`config.mk`:
```
export PLATFORM = sky130hd
export DESIGN_NAME = alu_result_deco
export DESIGN_NICKNAME = d
export VERILOG_FILES = /design/src/rtl/alu_result_deco.sv
export SDC_FILE = /design/constraint.sdc
export NUM_CORES = 1
export LEC_CHECK = 0
export ABC_AREA = 1
export ABC_CLOCK_PERIOD_IN_PS = 2800
export BUFFER_PORTS_ARGS = -buffer_cell sky130_fd_sc_hd__buf_2
export CORE_ASPECT_RATIO = 0.6
export CORE_MARGIN = 4
export CORE_UTILIZATION = 44
export DETAILED_ROUTE_END_ITERATION = 7
export GPL_ROUTABILITY_DRIVEN = 0
export PLACE_DENSITY = 0.86
export SYNTH_ARGS = -nofsm -noshare
export SYNTH_HDL_FRONTEND = slang
export SYNTH_SLANG_ARGS = --single-unit
```
`constraint.sdc`:
```
create_clock -name clk -period 2.8 [get_ports clk]
set_clock_uncertainty 0.1 [all_clocks]
set_input_delay 0.28 -clock clk [delete_from_list [all_inputs] [get_ports clk]]
set_output_delay 0.28 -clock clk [all_outputs]
set_load 0.02 [all_outputs]
```
`src/rtl/alu_result_deco.sv`:
```
// ALU result-select stage: decodes the full alu_control word, picks one of four results and
// registers it with zero/negative/illegal flags. Define ALU_DECO_BYPASS_EN for a zero-latency path.
module alu_result_deco #(
    parameter int unsigned WIDTH      = 32,
    parameter int unsigned CTRL_WIDTH = 32
) (
    input  logic                  clk,
    input  logic                  rst_n,
    input  logic                  in_valid,
    input  logic [WIDTH-1:0]      add_res,
    input  logic [WIDTH-1:0]      sub_res,
    input  logic [WIDTH-1:0]      and_res,
    input  logic [WIDTH-1:0]      or_res,
    input  logic [CTRL_WIDTH-1:0] alu_control,
    output logic [WIDTH-1:0]      result,
    output logic                  out_valid,
    output logic                  zero,
    output logic                  negative,
    output logic                  illegal
);

    logic [WIDTH-1:0] result_d;
    logic             zero_d;
    logic             negative_d;
    logic             illegal_d;

    // The whole control word takes part in the compare, so high garbage bits are illegal.
    always_comb begin
        result_d  = '0;
        illegal_d = 1'b0;
        case (alu_control)
            CTRL_WIDTH'(0): result_d = add_res;
            CTRL_WIDTH'(1): result_d = sub_res;
            CTRL_WIDTH'(2): result_d = and_res;
            CTRL_WIDTH'(3): result_d = or_res;
            default:        illegal_d = 1'b1;
        endcase
        zero_d     = (result_d == '0);
        negative_d = result_d[WIDTH-1];
    end

`ifdef ALU_DECO_BYPASS_EN

    logic unused_clk;
    assign unused_clk = clk;

    assign result    = result_d;
    assign zero      = zero_d;
    assign negative  = negative_d;
    assign illegal   = illegal_d;
    assign out_valid = in_valid & rst_n;

`else

    logic [WIDTH-1:0] result_q;
    logic             valid_q;
    logic             zero_q;
    logic             negative_q;
    logic             illegal_q;

    always_ff @(posedge clk) begin
        if (!rst_n) begin
            result_q   <= '0;
            valid_q    <= 1'b0;
            zero_q     <= 1'b1;
            negative_q <= 1'b0;
            illegal_q  <= 1'b0;
        end else begin
            valid_q <= in_valid;
            // Without a valid input the result and flags keep describing the last accepted op.
            if (in_valid) begin
                result_q   <= result_d;
                zero_q     <= zero_d;
                negative_q <= negative_d;
                illegal_q  <= illegal_d;
            end
        end
    end

    assign result    = result_q;
    assign out_valid = valid_q;
    assign zero      = zero_q;
    assign negative  = negative_q;
    assign illegal   = illegal_q;

`endif

endmodule

```
# Word-level counts from Yosys, hierarchy flattened
# Cells that the tools add are included.
totals:
  ff_bits: 36
  word_cells: 13
  out_inout_bits: 36
op_classes:
  muxes: 2
  reduce_logical: 3
  n_eq_ne: 3
op_table:
  columns: ["op", "n"]
  rows:
  - ["case mux 32 bit (4 select lines)", 1]
  - ["equality test 32 x 2 -> 1 bit, second input constant", 2]
  - ["zero test 32 bit", 2]
  - ["equality test 32 x 1 -> 1 bit, second input constant", 1]
  - ["OR reduction 4 bit", 1]
  - ["2-to-1 mux 1 bit", 1]

# Logic depth before layout (Yosys ltp)
depth:
  word_depth: 3
  mapped_depth: 17

# Worst setup path after synthesis
# OpenSTA, ideal clock, no wires.
synth_timing:
  path_type: "input port to flip-flop"
  startpoint: "in alu_control[4]"
  endpoint: "reg zero_q (netlist: zero)"
  t_arrival_ps: 1438
  n_path_buf: 1
  setup_slack_ps: 1148
  stages: 17
  cell_sequence: "inv_1 > nand2_1 > nor2_4 > nand2_2 > nor2_4 > nand2_4 > inv_2 > buf_6 > nand2_1 > nand2_1 > inv_2 > nand2_1 > nor2_1 > nand2_1 > nor2_1 > nand3_1 > nand2_1"
synth_via:
  elab_chain_len: 3
  word_cells_on_any_way: 6
synth_rtl:
  columns: ["element", "line_no", "source"]
  rows:
  - ["start: declaration", "14", "input logic [CTRL_WIDTH-1:0] alu_control,"]
  - ["equality test 32 x 2 -> 1 bit, or another cell as far along", "31", "case (alu_control)"]
  - ["case mux 32 bit (4 select lines) *", "31", null]
  - ["zero test 32 bit *", "38", "zero_d = (result_d == '0);"]
  - ["end signal: assignment", "73", "zero_q <= zero_d;"]
  - ["end: declaration", "57", "logic zero_q;"]
# Every way passes the cells marked *; elsewhere a longest branch is shown, timed or not.
# A chain may end at the register's enable or synchronous reset.

# Final worst setup path
layout_timing:
  startpoint: "in alu_control[27]"
  endpoint: "reg zero_q (netlist: zero)"
# Same word-level chain as after synthesis.

==> impl_metrics.csv <==
group,metric,value,unit
run_status,outcome,"finished clean",
logic_synthesis,ys_ff_latch,35,
logic_synthesis,synth_most_common_cell,"nand2_1",
setup_path,crit_path_start_kind,"input port",
logic_synthesis,syn_area,2700,um2
cts,worstSkewPairLatency,0.28,ns
logic_synthesis,yosysTopAreaCellShare,0.260,
routing,postRouteAntennaNets,0,
sta,setup_viol,0,
routing,dr.pass1.iters,5,
setup_path,path_depth,16,
floorplanning,fp.coreArea,5750,um2
final_layout,fin_nets,836,
cts,cts_tree,"done",
routing,viasPerCell,5.09,
setup_path,crit_path_frequent_cell,"nand2_1",
sta,period_share,0.659,
logic_synthesis,async_flop_share,0,
floorplanning,chipWidth,109,um
final_layout,fin_area,3810,um2
sta,slew_headroom,0.659,
cts,clockBufferDepth,2,
job,drv_cap,0,
routing,drtIter0Drc,257,
placement,portBuffers,198,
sta,tightest_slew,0.511,ns
setup_path,crit_family,"simple AND/OR/NAND/NOR gates",
logic_synthesis,synth_cells,486,
cts,cts.htree.levels,2,
placement,pre_cts_ws,0.680,ns
setup_path,cp.required,2.88,ns
logic_synthesis,syn-num-nets,649,
cts,clock-sinks,35,
sta,fin_ws,0.953,ns
sta,finalHoldViolCount,0,
power,max-vdd-ir-drop,221,uV
sta,fin_tns_setup,0,ns
logic_synthesis,synthFlopType,"dfxtp_1",
floorplanning,rows,21,
logic_synthesis,netlist_top_cells_count,"nand2_1, nand3_1, nor2_1, inv_1, dfxtp_1",
logic_synthesis,synth-edff-count,0,
setup_path,critPathSlowestCell,"buf_4",
setup_path,cp_num_buf_inv,4,
grt,grt_usage,0.267,
grt,grt_pass1_vias,3524,
setup_path,max_stage_delay,0.33,ns
cts,cts_buffers,5,
floorplanning,ios,199,
final_layout,area_growth,41.4,%
cts,clk_pin_slew,0.07,ns
sta,fmax,542,MHz
power,power_density,279,nW/um2
power,power_leakage,0.00225,uW
grt,grt_max_degree,50,
logic_synthesis,synth_area_leaders,"dfxtp_1, nand2_1, nand3_1, nor2_1, inv_1",
placement,post_dp_cell_area,3730,um2
grt,grt_pass1_wl,15.8,mm
setup_path,rr_worst_depth,2,
routing,drc_errors,0,
sta,period_needed,1.85,ns
logic_synthesis,synth_cell_types,19,
routing,vias,3839,
setup_path,worst-path-max-fanout,30,
setup_path,crit_path_end_kind,"flip-flop",
routing,wl_per_cell,13.7,um
grt,grt-ovfl-total,0,
logic_synthesis,syn_area_per_cell,5.55,um2
floorplanning,die_area,7490,um2
cts,hold_buffers,0,
setup_path,cp_cell_sequence,"buf_2 > nor2_1 > nand4_1 > nor2_4 > buf_4 > nand2_1 > inv_2 > nand2_1 > nand2_1 > inv_2 > nand2_1 > nor2_1 > nand2_1 > nor2_1 > nand3_1 > nand2_1",
worst_hold_path,hold_path_depth,5,
placement,hpwlAfterDp,8.43,mm
worst_hold_path,hold_path.class,"in2reg",
floorplanning,initial_core_util,0.469,
final_layout,n_antenna_cell,0,
routing,wirelength,10.4,mm
final_layout,layout-drive-gt1-share,0.341,
setup_path,crit_arrival,1.93,ns
cts,cts_setup_buffers,0,
cts,cts-resized-gates,0,
logic_synthesis,ys_seq_area_frac,0.260,
floorplanning,die_h,68.7,um
logic_synthesis,synth_warnings,0,
grt,antenna_found_initial,0,
cts,root_buffer,"clkbuf_8",
sta,rsz0062_at_grt,"no",
setup_path,critPathKind,"in2reg",
logic_synthesis,yosys.area.top_type,"dfxtp_1",
sta,slew_violations,0,
==> tightest hold or removal path, cell delays in order <==
cell     delay, ns
buf_2         0.07
nand2_1       0.04
nand4_1       0.08
nand2_1       0.06
nand2_1       0.05
==> power by group <==
part	switching, uW	internal [uW]
Sequential	5.65	507
Clock	184	174
Combinational	93.6	101
Total	283	782
==> flip-flops by register name (all words and copies together) (netlist names) <==
register   count
result        32
illegal        1
out_valid      1
zero           1
==> final timing paths <==
path | slack (ns) | startpoint | end
min | 0.24 | or_res[31] | result[31]$_SDFFE_PN0P_
min reg2reg | 0.37 | result[30]$_SDFFE_PN0P_ | result[30]$_SDFFE_PN0P_
max | 0.95 | alu_control[27] | zero$_SDFFE_PN1P_
max reg2reg | 2.01 | result[8]$_SDFFE_PN0P_ | result[8]$_SDFFE_PN0P_
==> placed cells by master, fill, tap and decap left out <==
cell type / n
buf_2: 198
a21oi_1: 4
nor2_4: 3
nand4_1: 8
nand2_4: 1
nor2_1: 55
clkbuf_8: 5
inv_1: 43
nor2_2: 3
buf_4: 10
nand3_1: 104
dfxtp_1: 35
inv_2: 5
nand2_2: 2
nand2_1: 155
buf_12: 1
o21ai_0: 28
clkbuf_1: 1
clkinvlp_4: 1
clkinv_2: 1
o21ai_1: 1
a31oi_1: 10
==> cells by family after synthesis <==
group | after synthesis | share of synthesized area
simple gates | 331 | 0.531
buf+inv | 77 | 0.125
compound gates | 43 | 0.0844
flops | 35 | 0.260
==> area by class of cell <==
class | instances | area (um2)
sequential | 35 | 701
inverter | 48 | 180
fill | 550 | 1940
multi-input combinational | 374 | 1660
timing repair buffer | 209 | 1090
tap | 80 | 100
clock buffer | 6 | 72.6
clock inverter | 2 | 12.5
==> through the flow <==
stage                     cells  hold WS (ns)  utilization  power [uW]
after floorplan             486         0.404            -         582
after global routing        754         0.257        0.663        1120
final                       754         0.235        0.663        1060
after detailed placement    746         0.363        0.648         717
after CTS                   754         0.225        0.663        1070
after global placement      746         0.357        0.648         714
==> metal layers <==
| layer | GRT usage | vias up | share of wire |
|---|---|---|---|
| li1 | - | 1931 | - |
| met4 | 0.0535 | 0 | 0.012 |
| met2 | 0.451 | 191 | 0.45 |
| met5 | 0 | - | 0 |
| met1 | 0.357 | 1705 | 0.45 |
| met3 | 0.0558 | 12 | 0.095 |
Power figures use the tool's default switching activity.
